--- config.mk ---
export PLATFORM = sky130hd
export DESIGN_NAME = ml_kem_sample_ntt
export DESIGN_NICKNAME = d
export VERILOG_FILES = /design/src/rtl/ml_kem_sample_ntt.sv
export SDC_FILE = /design/constraint.sdc
export NUM_CORES = 1
export LEC_CHECK = 0
export BUFFER_PORTS_ARGS = -buffer_cell sky130_fd_sc_hd__clkbuf_2
export CAP_MARGIN = 20
export CORE_AREA = 2 2 541 543
export DETAILED_ROUTE_END_ITERATION = 8
export DIE_AREA = 0 0 543 545
export PLACE_DENSITY = 0.44
export SYNTH_ARGS = -nofsm -noshare
export SYNTH_HDL_FRONTEND = slang
export SYNTH_SLANG_ARGS = --single-unit
export TNS_END_PERCENT = 50
--- constraint.sdc ---
create_clock -name clk -period 59.5 [get_ports clk]
set_input_delay 11.9 -clock clk [delete_from_list [all_inputs] [get_ports clk]]
set_output_delay 11.9 -clock clk [all_outputs]
set_load 0.1 [all_outputs]
--- src/rtl/ml_kem_sample_ntt.sv ---
// SampleNTT rejection sampler: parses SHAKE128 squeeze blocks into 12-bit candidates and
// streams the 256 accepted coefficients (< Q) of one polynomial through a valid/ready output.
module ml_kem_sample_ntt #(
   parameter int unsigned ML_KEM_Q     = 3329,
   parameter int unsigned ML_KEM_LEN_Q = 12,
   parameter int unsigned N_COEF       = 256,
   parameter int unsigned RATE_BYTES   = 168
) (
   input  logic                      clk,
   input  logic                      rst,
   input  logic                      start_i,
   input  logic                      blk_valid_i,
   output logic                      blk_ready_o,
   input  logic [RATE_BYTES*8-1:0]   blk_i,
   output logic                      coef_valid_o,
   input  logic                      coef_ready_i,
   output logic [ML_KEM_LEN_Q-1:0]   coef_o,
   output logic [$clog2(N_COEF)-1:0] coef_idx_o,
   output logic                      busy_o,
   output logic                      done_o
);

   localparam int unsigned BlkW     = RATE_BYTES * 8;
   localparam int unsigned Triplets = RATE_BYTES / 3;
   localparam int unsigned PtrW     = $clog2(Triplets);
   localparam int unsigned BaseW    = $clog2(BlkW);
   localparam int unsigned IdxW     = $clog2(N_COEF);
   localparam int unsigned CntW     = IdxW + 1;

   typedef enum logic [2:0] {StIdle, StWaitBlk, StParse, StDrain, StDone} state_e;

   state_e                  state_q, state_d;
   logic [BlkW-1:0]         blk_q, blk_d;
   logic [PtrW-1:0]         ptr_q, ptr_d;
   logic                    phase_q, phase_d;
   logic [CntW-1:0]         count_q, count_d;
   logic [ML_KEM_LEN_Q-1:0] coef_q, coef_d;
   logic [IdxW-1:0]         idx_q, idx_d;
   logic                    valid_q, valid_d;

   logic [BaseW-1:0]        base;
   logic [23:0]             trip;
   logic [ML_KEM_LEN_Q-1:0] cand;
   logic                    free;
   logic                    accept;

   always_comb begin
      base   = BaseW'(ptr_q) * BaseW'(24);
      trip   = blk_q[base +: 24];
      // phase 0: b0 | b1[3:0] << 8, phase 1: b1[7:4] | b2 << 4
      cand   = phase_q ? {trip[23:16], trip[15:12]} : {trip[11:8], trip[7:0]};
      free   = !valid_q || coef_ready_i;
      accept = cand < ML_KEM_LEN_Q'(ML_KEM_Q);
   end

   always_comb begin
      state_d = state_q;
      blk_d   = blk_q;
      ptr_d   = ptr_q;
      phase_d = phase_q;
      count_d = count_q;
      coef_d  = coef_q;
      idx_d   = idx_q;
      valid_d = valid_q && !coef_ready_i;
      case (state_q)
         StIdle: begin
            if (start_i) begin
               count_d = '0;
               state_d = StWaitBlk;
            end
         end
         StWaitBlk: begin
            if (blk_valid_i) begin
               blk_d   = blk_i;
               ptr_d   = '0;
               phase_d = 1'b0;
               state_d = StParse;
            end
         end
         StParse: begin
            if (free) begin
               if (accept) begin
                  coef_d  = cand;
                  idx_d   = count_q[IdxW-1:0];
                  valid_d = 1'b1;
                  count_d = count_q + 1'b1;
               end
               // The final load ends parsing at once; leftover candidates are dropped.
               if (accept && count_q == CntW'(N_COEF - 1)) begin
                  state_d = StDrain;
               end else begin
                  phase_d = !phase_q;
                  if (phase_q) begin
                     ptr_d = ptr_q + 1'b1;
                     if (ptr_q == PtrW'(Triplets - 1)) begin
                        state_d = StWaitBlk;
                     end
                  end
               end
            end
         end
         StDrain: begin
            if (!valid_q || coef_ready_i) begin
               state_d = StDone;
            end
         end
         StDone:  state_d = StIdle;
         default: state_d = StIdle;
      endcase
   end

   always_ff @(posedge clk) begin
      if (rst) begin
         state_q <= StIdle;
         ptr_q   <= '0;
         phase_q <= 1'b0;
         count_q <= '0;
         coef_q  <= '0;
         idx_q   <= '0;
         valid_q <= 1'b0;
      end else begin
         state_q <= state_d;
         ptr_q   <= ptr_d;
         phase_q <= phase_d;
         count_q <= count_d;
         coef_q  <= coef_d;
         idx_q   <= idx_d;
         valid_q <= valid_d;
      end
   end

   // Block data is only read in PARSE, which is always preceded by a fresh capture.
   always_ff @(posedge clk) begin
      blk_q <= blk_d;
   end

   assign blk_ready_o  = (state_q == StWaitBlk);
   assign busy_o       = (state_q != StIdle);
   assign done_o       = (state_q == StDone);
   assign coef_valid_o = valid_q;
   assign coef_o       = coef_q;
   assign coef_idx_o   = idx_q;

endmodule

**Word level (Yosys, flattened, before mapping)**

Cells that the tools add are included.

- Shift operators: 1
- Muxes and demuxes: 25
- Order comparisons: 1
- $add $sub $neg: 2
- Reduce and logical (&&, ||, !) cells: 16
- Multiply operators: 1
- Equal/unequal tests: 15

Operators with widths:

| kind | number |
|---|---|
| 1344-bit by 12-bit variable part select with 24-bit output | 1 |
| 9-bit 2-to-1 mux | 3 |
| 6-bit 2-to-1 mux | 4 |
| 3-bit 2-to-1 mux | 7 |
| 9-bit case mux with 2 select lines | 1 |
| 2-bit inequality test, second input constant | 7 |
| 12-bit less-than comparator, second input constant | 1 |
| 12-bit 2-to-1 mux | 1 |
| 3-bit case mux with 4 select lines | 1 |
| 6-bit case mux with 2 select lines | 1 |
| 9-bit by 1-bit adder with 9-bit output, second input constant | 1 |
| 9-bit by 8-bit equality test with 1-bit output, second input constant | 1 |
| 6-bit by 2-bit multiplier with 8-bit output, second input constant | 1 |
| 4-bit AND reduction | 2 |
| 6-bit by 1-bit adder with 6-bit output, second input constant | 1 |
| 3-bit by 2-bit equality test with 1-bit output, second input constant | 2 |
| 6-bit equality test, second input constant | 1 |
| 1-bit 2-to-1 mux | 6 |
| 3-bit inequality test, second input constant | 2 |
| 6-bit AND reduction | 1 |
| 5-bit AND reduction | 1 |
| 2-bit nonzero test | 2 |
| 3-bit by 1-bit equality test with 1-bit output, second input constant | 1 |
| 3-bit equality test, second input constant | 1 |
| 8 further kinds | 11 |

- Bits of input ports: 1349
- Output and inout bits: 24
- Flip-flop bits (word level): 1384

**Depth between registers and ports, before layout**

Gate-level depths: netlist of the first run.

- Depth in word-level cells: 8
- Mapped depth: 19
- Gate-level depth less buffers: 10

**Worst setup path before layout of the first run**

OpenSTA, ideal clock, no wires.

- Kind: input -> register
- From: in blk_valid_i
- To: reg ptr_q[3]
- Arrival: 56.233 ns
- Cell stages on the path: 6
- Data required time: 59.328 ns
- Slack: 3.096 ns
- Cells stage by stage: and2_1 clkbuf_1 nor2_1 or4b_2 a21oi_1 nand3b_1

- Longest elaborated chain between the ends: 2

RTL lines:

| element | RTL line | RTL |
|---|---|---|
| start, declared | 12 | `input logic blk_valid_i,` |
| 2-bit inequality test (no line) | - |  |
| 5-bit AND reduction (no line) | - |  |
| end signal, assigned | 123 | `ptr_q <= ptr_d;` |
| end, declared | 34 | `logic [PtrW-1:0] ptr_q, ptr_d;` |

Every way passes these cells.
A chain may end at the register's enable or synchronous reset.

**Worst setup path in the final report of the first run**

- From: in blk_valid_i
- To: reg blk_q[686], enable pin

- Longest elaborated chain between the ends: 1

RTL lines:

| element | RTL line | RTL |
|---|---|---|
| 2-bit AND reduction (no line) | - |  |
| end signal, assigned | 134 | `blk_q <= blk_d;` |
| end, declared | 33 | `logic [BlkW-1:0] blk_q, blk_d;` |

Every way passes these cells.

==> flow_summary.rst, run 1 <==
.. list-table::
   :header-rows: 1

   * - Metric
     - Value
   * - Result of the run
     - complete, no violations
   * - Post-cts resize count
     - 0
   * - Destination of the critical timing path
     - blk_q[686]
   * - Iteration count of the initial detailed-routing pass
     - 6
   * - Maximum root-to-sink buffer count
     - 4
   * - Total of flip-flops plus latches after synthesis
     - 1384
   * - Top cells by area in the synthesized netlist
     - edfxtp_1 75%, mux4_2 11%, mux2i_1 3.7%
   * - Number of global-route vias before repair
     - 34170
   * - Clock H-tree levels
     - 4
   * - Remaining global-route overflow
     - 0
   * - Via density per instance
     - 4.008
   * - Detailed-route via count
     - 32580
   * - Number of enable flip-flop cells after synthesis
     - 1344
   * - Highest fanout seen on the critical path
     - 155
   * - Dominant cell type by area after synthesis
     - edfxtp_1
   * - Vertical die dimension
     - 545 um
   * - Final Hold Slack
     - 0.4650 ns
   * - # rows
     - 198
   * - Placed cells
     - 7797
   * - Actual transition at the worst max-transition pin
     - 1.144 ns
   * - Maximum number of pins on one net before global-route repair
     - 156
   * - Area of the core
     - 0.2901 sq mm
   * - Setup crit start kind
     - primary input
   * - DP HPWL
     - 200900 um
   * - Number of DRC markers in iteration 0
     - 3129
   * - Global placer's final weighted congestion
     - 0.8042
   * - Final routed wirelength across all metal layers
     - 256400 um
   * - Tightest Hold Check Type
     - reg2reg
   * - Most used routing layer in global routing
     - met2
   * - First-pass GRT wire length
     - 324900 um
   * - Count of unresolved DRC violations after routing
     - 0
   * - Most used cell along the critical path
     - buf_4
   * - Slew HR
     - 0.2371
   * - Highest cell delay on the worst timing path
     - 0.98 ns
   * - Total nets after synthesis
     - 3925
   * - Leak pwr
     - 24.76 nW
   * - Post-synthesis sequential area ratio
     - 0.7653
   * - Synthesized area
     - 0.05378 sq mm
   * - CP Data Required Time
     - 59.91 ns
   * - Clock latency at the later pin of the worst-skew pair
     - 0.84 ns
   * - Total count of hold-check failures in the final report
     - 0
   * - Chain of cells forming the critical path
     - clkbuf_2 -> and2_4 -> buf_4 -> buf_12 -> buf_12 -> buf_4 -> buf_4
   * - Fraction of the core area covered by cells at the end of the flow
     - 0.2443
   * - Cells on worst reg2reg path
     - 16
   * - Critical path capture point type
     - register
   * - Register-to-Register Setup Slack
     - 51.74 ns
   * - Share of post-route cells with drive strength above 1
     - 0.4853
   * - Port buffer count
     - 1372
   * - WL/cell
     - 31.55 um
   * - Proportion of synthesized flip-flops having asynchronous set or reset
     - 0
   * - Final TNS setup
     - 0 ns
   * - Synth Instances
     - 2573
   * - Layout overhead on the synthesized area
     - 31.78%
   * - Count of buffers added by post-CTS timing repair for setup
     - 0
   * - Arrival time of the worst setup path
     - 17.26 ns
   * - Timing-limited maximum frequency
     - 59.36 MHz
   * - Synth top area share
     - 0.7504
   * - Number of antenna violations at the first check in global routing
     - 134
   * - Clock tree from TritonCTS
     - yes
   * - Number of antenna-violating nets in the routed design
     - 0
   * - Clock-pin slew on the worst setup and hold paths
     - 0.06 ns
   * - Post-route cell area
     - 0.07087 sq mm
   * - Fraction of met1 tracks used by global routing
     - 0.1886
   * - Die extent in x
     - 543 um
   * - Post-placement cell area
     - 0.06545 sq mm
   * - Master of the slowest instance on the critical path
     - buf_4
   * - CP Launch Point
     - blk_valid_i
   * - Maximum vdd drop
     - 0.00002051 V
   * - End of the worst register-to-register path
     - count_q[7]
   * - Quantity of hold-fixing buffers added after cts
     - 0
   * - Met2 demand-to-capacity share in global routing
     - 0.3002
   * - Max-cap violation count
     - 0
   * - Worst Path Buf+Inv
     - 6
   * - Cts bufs inserted
     - 166
   * - Final-report setup violation count
     - 0
   * - Clock tree root buffer cell
     - clkbuf_16
   * - Die area
     - 0.2959 sq mm
   * - Power density relative to cell area
     - 32.44 mW/mm^2
   * - Instance count on the critical path
     - 7
   * - Initial Utilization
     - 0.1854
   * - Synth Area per Inst
     - 20.90 sq um
   * - Slew Limit Fails
     - 0
   * - Source of the worst register-to-register timing path
     - ptr_q[0]
   * - Count of pins on the block boundary
     - 1373
   * - Yosys Warn Count
     - 0
   * - Clock tree skew after final layout
     - 0.05784 ns
   * - Final clock period utilization by the worst path
     - 0.2831
   * - Post-layout net count
     - 5418
   * - WHS Path Cells
     - 2
   * - Routing usage on met3
     - 0.05605
   * - Unique masters post-synth
     - 76
   * - CP delay by family, top
     - buffers and inverters
   * - Clock sink count
     - 1384
   * - Category of the critical setup timing path
     - in2reg
   * - Top FF cell, synth
     - edfxtp_1
   * - Non-filler instance count after layout
     - 8128
   * - Unrepaired setup endpoints after global routing
     - no
   * - Overall track demand over capacity in global routing
     - 0.1665
   * - Final min period
     - 16.85 ns
==> worst min-delay path by stage <==
stage               start          to  slack [ns]
5_1_grt        coef_o[10]  coef_o[10]        0.49
2_1_floorplan  count_q[7]  count_q[7]        0.47
6_report       coef_o[10]  coef_o[10]        0.47
3_5_place_dp   coef_o[11]  coef_o[11]        0.45
3_3_place_gp   coef_o[11]  coef_o[11]        0.46
4_1_cts        coef_o[11]  coef_o[11]        0.46
==> tightest hold or removal path: cells and delay by family, from the launching register on <==
kind,cells,cell delay [ns]
compound gates,1,0.05
buf+inv,1,0.05
flops,1,0.31
==> cell type report <==
type                            instances  area, sq um
Inverter                               13        56.30
Fill cell                           30150       219200
Clock buffer                          198         4359
Timing Repair Buffer                 1470         7679
Multi-Input combinational cell       1031        11680
Sequential cell                      1384        41180
Clock inverter                         93        940.9
Tap cell                             3900         4880
Antenna cell                           39        97.59
==> report_power, final <==
group          leakage (nW)  internal (W)  switching (W)  total [W]
combinational          9.56     0.0000540      0.0000800   0.000134
clock                  2.57      0.000590       0.000426    0.00102
sequential             12.6       0.00113      0.0000155    0.00115
==> cells by family after synthesis <==
group | share of synthesized area
AND/OR/NAND/NOR | 0.02545
adder cells (fa/ha/maj) | 0.0006980
AO/OA/AOI/OAI | 0.03418
buffers and inverters | 0.01964
flip-flops | 0.7653
multiplexers | 0.1545
XOR/XNOR | 0.0001629
==> cells in the final DEF (no fill, tap or decap), drive strengths merged, types with 40 or more instances in the layout <==
master and count:
buf 97, mux4 265, nand2 85, nor2 61
a22oi 48, dfxtp 40, clkbuf 1570, clkinv 60
mux2i 200, edfxtp 1344
==> through the flow <==
stage | worst slack [ns] | total power (W)
after detailed placement | 41.88 | 0.001307
after global placement | 42.08 | 0.001304
after global routing | 42.37 | 0.002374
after floorplan | 3.096 | 0.001328
after CTS | 42.81 | 0.002333
final | 42.65 | 0.002299
==> state kept, by name, indices dropped and copies added (netlist names) <==
signal / cells
blk_q: 1344
coef_o: 12
count_q: 9
coef_idx_o: 8
ptr_q: 6
state_q: 3
coef_valid_o: 1
phase_q: 1
==> metal layers <==
| metal | share of wire | vias up |
|---|---|---|
| met5 | 0.0020 | - |
| met4 | 0.023 | 82 |
| met3 | 0.089 | 354 |
| met2 | 0.51 | 1664 |
| met1 | 0.37 | 16660 |
| li1 | - | 13820 |
==> cells in the mapped netlist, types with 4 or more instances <==
cell and count:
or3_1 6, nor2b_1 17, a221oi_1 16, o211ai_1 12, o221ai_1 5, nand2_1 85, o32ai_1 4, clkbuf_1 29
buf_6 33, inv_1 10, and3_1 12, mux2_2 28, o2bb2ai_1 4, nand3_1 36, a2111oi_0 8, buf_2 40
nand4_1 7, edfxtp_1 1344, and2_1 8, nand2b_1 11, a21oi_1 34, nor2_1 61, mux2i_1 200, buf_8 5
dfxtp_1 40, mux4_1 7, a311oi_1 4, a22oi_1 48, buf_1 9, a31oi_1 8, a211oi_1 20, a41o_1 4
nor3_1 17, o21ai_0 28, mux4_2 258, buf_4 29, o22ai_1 18
(Power assumes the default switching activity.)
==> run 2: changes to the inputs <==
--- a/config.mk
+++ b/config.mk
@@ -7,10 +7,10 @@
 export LEC_CHECK = 0
 export BUFFER_PORTS_ARGS = -buffer_cell sky130_fd_sc_hd__clkbuf_2
 export CAP_MARGIN = 20
-export CORE_AREA = 2 2 541 543
+export CORE_AREA = 2 2 530 532
 export DETAILED_ROUTE_END_ITERATION = 8
-export DIE_AREA = 0 0 543 545
-export PLACE_DENSITY = 0.44
+export DIE_AREA = 0 0 532 534
+export PLACE_DENSITY = 0.43
 export SYNTH_ARGS = -nofsm -noshare
 export SYNTH_HDL_FRONTEND = slang
 export SYNTH_SLANG_ARGS = --single-unit
==> constraint.sdc (replaced) <==
create_clock -name clk -period 17.3 [get_ports clk]
set_input_delay 3.46 -clock clk [delete_from_list [all_inputs] [get_ports clk]]
set_output_delay 3.46 -clock clk [all_outputs]
set_load 0.1 [all_outputs]
==> flow_summary.rst, run 2 (synthesized netlist as in run 1, its figures left out) <==
.. list-table::
   :header-rows: 1

   * - Metric
     - Value
   * - Port buffer count
     - 1372 (unchanged)
   * - Result of the run
     - complete, no violations
   * - Area of the core
     - 0.2784 sq mm (-4.0%)
   * - Final-report setup violation count
     - 0 (unchanged)
   * - Number of antenna violations at the first check in global routing
     - 137 (+2.2%)
   * - Timing-limited maximum frequency
     - 141.8 MHz
   * - # rows
     - 194 (-2.0%)
   * - Total count of hold-check failures in the final report
     - 0 (unchanged)
   * - Tightest Hold Check Type
     - reg2reg
   * - Die area
     - 0.2841 sq mm (-4.0%)
   * - Maximum root-to-sink buffer count
     - 4 (unchanged)
   * - Register-to-Register Setup Slack
     - 10.26 ns (-41.48 ns)
   * - Number of global-route vias before repair
     - 34720 (+1.6%)
   * - Count of buffers added by post-CTS timing repair for setup
     - 0 (unchanged)
   * - Clock sink count
     - 1384 (unchanged)
   * - CP delay by family, top
     - buffers and inverters
   * - Clock latency at the later pin of the worst-skew pair
     - 0.84 ns (about the same)
   * - Final TNS setup
     - 0 ns (unchanged)
   * - Worst Hold End
     - coef_o[10]
   * - Final setup margin
     - 10.25 ns (-32.41 ns)
   * - Fraction of the core area covered by cells at the end of the flow
     - 0.2534 (+0.009131)
   * - Routing usage on met3
     - 0.06074 (+0.004691)
   * - Source of the worst hold timing path
     - coef_o[10]
   * - Remaining global-route overflow
     - 0 (unchanged)
   * - Overall track demand over capacity in global routing
     - 0.1776 (+0.01112)
   * - Layout overhead on the synthesized area
     - 31.20%
   * - Post-placement cell area
     - 0.06505 sq mm (-0.60%)
   * - Unrepaired setup endpoints after global routing
     - no
   * - Post-layout net count
     - 5402 (-0.30%)
   * - Slew Limit Fails
     - 0 (unchanged)
   * - WL/cell
     - 32.78 um (+3.9%)
   * - Clock tree from TritonCTS
     - yes
   * - Post-placement worst setup slack
     - 9.418 ns (-32.47 ns)
   * - Max-cap violation count
     - 0 (unchanged)
   * - Fraction of met1 tracks used by global routing
     - 0.2100 (+0.02144)
   * - Master of the slowest instance on the critical path
     - buf_4
   * - Count of unresolved DRC violations after routing
     - 0 (unchanged)
   * - Via density per instance
     - 4.074 (+1.6%)
   * - Cells on worst reg2reg path
     - 14 (-2)
   * - Highest fanout seen on the critical path
     - 137 (-12%)
   * - Leak pwr
     - 24.68 nW (-0.32%)
   * - Maximum vdd drop
     - 0.00006681 V (+230%)
   * - Leading cell type in the layout, fill and taps excluded
     - clkbuf_2
   * - Detailed-route via count
     - 32330 (-0.78%)
   * - Final routed wirelength across all metal layers
     - 260100 um (+1.5%)
   * - Chain of cells forming the critical path
     - clkbuf_2 -> and2_4 -> buf_4 -> buf_4 -> buf_4 -> buf_12
   * - CP Launch Point
     - blk_valid_i
   * - Final min period
     - 7.053 ns
   * - Count of pins on the block boundary
     - 1373 (unchanged)
   * - Share of post-route cells with drive strength above 1
     - 0.4814 (-0.003873)
   * - DP HPWL
     - 200200 um (-0.35%)
   * - First-pass GRT wire length
     - 334800 um (+3.0%)
   * - Initial Utilization
     - 0.1932 (+0.007781)
   * - Highest cell delay on the worst timing path
     - 0.91 ns (-0.07 ns)
   * - Final clock period utilization by the worst path
     - 0.4077
   * - Quantity of hold-fixing buffers added after cts
     - 0 (unchanged)
   * - Most used cell along the critical path
     - buf_4
   * - Worst Path Buf+Inv
     - 5 (-1)
   * - Clock-pin slew on the worst setup and hold paths
     - 0.05 ns (about the same)
   * - Vertical die dimension
     - 534 um (-2.0%)
   * - Cts bufs inserted
     - 169 (+1.8%)
   * - End of the worst register-to-register path
     - count_q[4]
   * - Design Power
     - 0.007923 W (+240%)
   * - Category of the critical setup timing path
     - in2reg
   * - Setup crit start kind
     - primary input
   * - Maximum number of pins on one net before global-route repair
     - 159 (+1.9%)
   * - Power density relative to cell area
     - 112.3 mW/mm^2 (+250%)
   * - Clock H-tree levels
     - 4 (unchanged)
   * - Largest register by flop count
     - blk_q
   * - Clock tree skew after final layout
     - 0.07135 ns (+0.01351 ns)
   * - CP Data Required Time
     - 17.72 ns (-42.19 ns)
   * - Critical path capture point type
     - register
   * - Number of antenna-violating nets in the routed design
     - 0 (unchanged)
   * - Number of DRC markers in iteration 0
     - 2807 (-10%)
   * - Source of the worst register-to-register timing path
     - ptr_q[0]
   * - Met2 demand-to-capacity share in global routing
     - 0.3094 (+0.009228)
   * - Iteration count of the initial detailed-routing pass
     - 5 (-1)
   * - Post-route cell area
     - 0.07056 sq mm (-0.44%)
   * - Die extent in x
     - 532 um (-2.0%)
   * - WHS Path Cells
     - 2 (unchanged)
   * - Post-cts resize count
     - 0 (unchanged)
   * - Largest register FFs
     - 1344 (unchanged)
   * - Highest-count cells in the layout ignoring fill and taps
     - 1372 x clkbuf_2, 1344 x edfxtp_1, 258 x mux4_2
   * - Arrival time of the worst setup path
     - 7.47 ns (-9.79 ns)
   * - Slew HR
     - 0.2535 (+0.01643)
   * - Global placer's final weighted congestion
     - 0.8414 (+4.6%)
   * - Actual transition at the worst max-transition pin
     - 1.116 ns (-0.02877 ns)
   * - Clock tree root buffer cell
     - clkbuf_16
   * - Most used routing layer in global routing
     - met2
==> run 2: changes by cell type in the layout (fill, tap and decap cells not counted), sizes merged, moves of 3 or more <==
cell,change
buf,-18
clkbuf,+8
diode,-5
inv,-5
clkinv,+3
clkinvlp,+3
==> run 2: area by class of cell <==
cell class,count,area [sq um]
Fill cell,28750,207900
Sequential cell,1384,41180
Multi-Input combinational cell,1031,11670
Timing Repair Buffer,1451,7541
Tap cell,3724,4659
Clock buffer,206,4442
Clock inverter,92,925.9
Antenna cell,34,85.08
Inverter,13,56.30
==> run 2: worst max-delay path by stage <==
stage	endpoint	slack, ns	cells past startpoint
floorplan	ptr_q[3]	1.81	6
global placement	blk_q[1301]	9.51	6
detailed placement	blk_q[1216]	9.42	6
CTS	count_q[4]	10.05	14
global route	count_q[4]	9.77	14
finish	blk_q[396]	10.25	6
==> run 2: where the power goes <==
part | internal (W) | switching, W | total [W]
Combinational | 0.000186 | 0.000270 | 0.000455
Sequential | 0.00390 | 0.0000588 | 0.00396
Clock | 0.00203 | 0.00148 | 0.00351
==> run 2: per-stage QoR <==
stage / std cells / hold slack (ns)
2_1_floorplan: 2573 / 0.4659
3_3_place_gp: 7598 / 0.4531
3_5_place_dp: 7601 / 0.4577
4_1_cts: 7899 / 0.4664
5_1_grt: 7910 / 0.4908
6_report: 7935 / 0.4605
==> run 2: worst reg2reg max path, delay by kind of cell, from the launching register on <==
kind | cells | cell delay [ns]
buf+inv | 4 | 2.65
simple gates | 2 | 0.68
mux | 2 | 1.27
compound gates | 6 | 1.64
flops | 1 | 0.72
==> run 2: per-layer routing <==
| metal | up-vias | part of all wire |
|---|---|---|
| li1 | 13770 | - |
| met1 | 16460 | 0.38 |
| met2 | 1612 | 0.50 |
| met3 | 387 | 0.093 |
| met4 | 98 | 0.021 |
| met5 | - | 0.0024 |
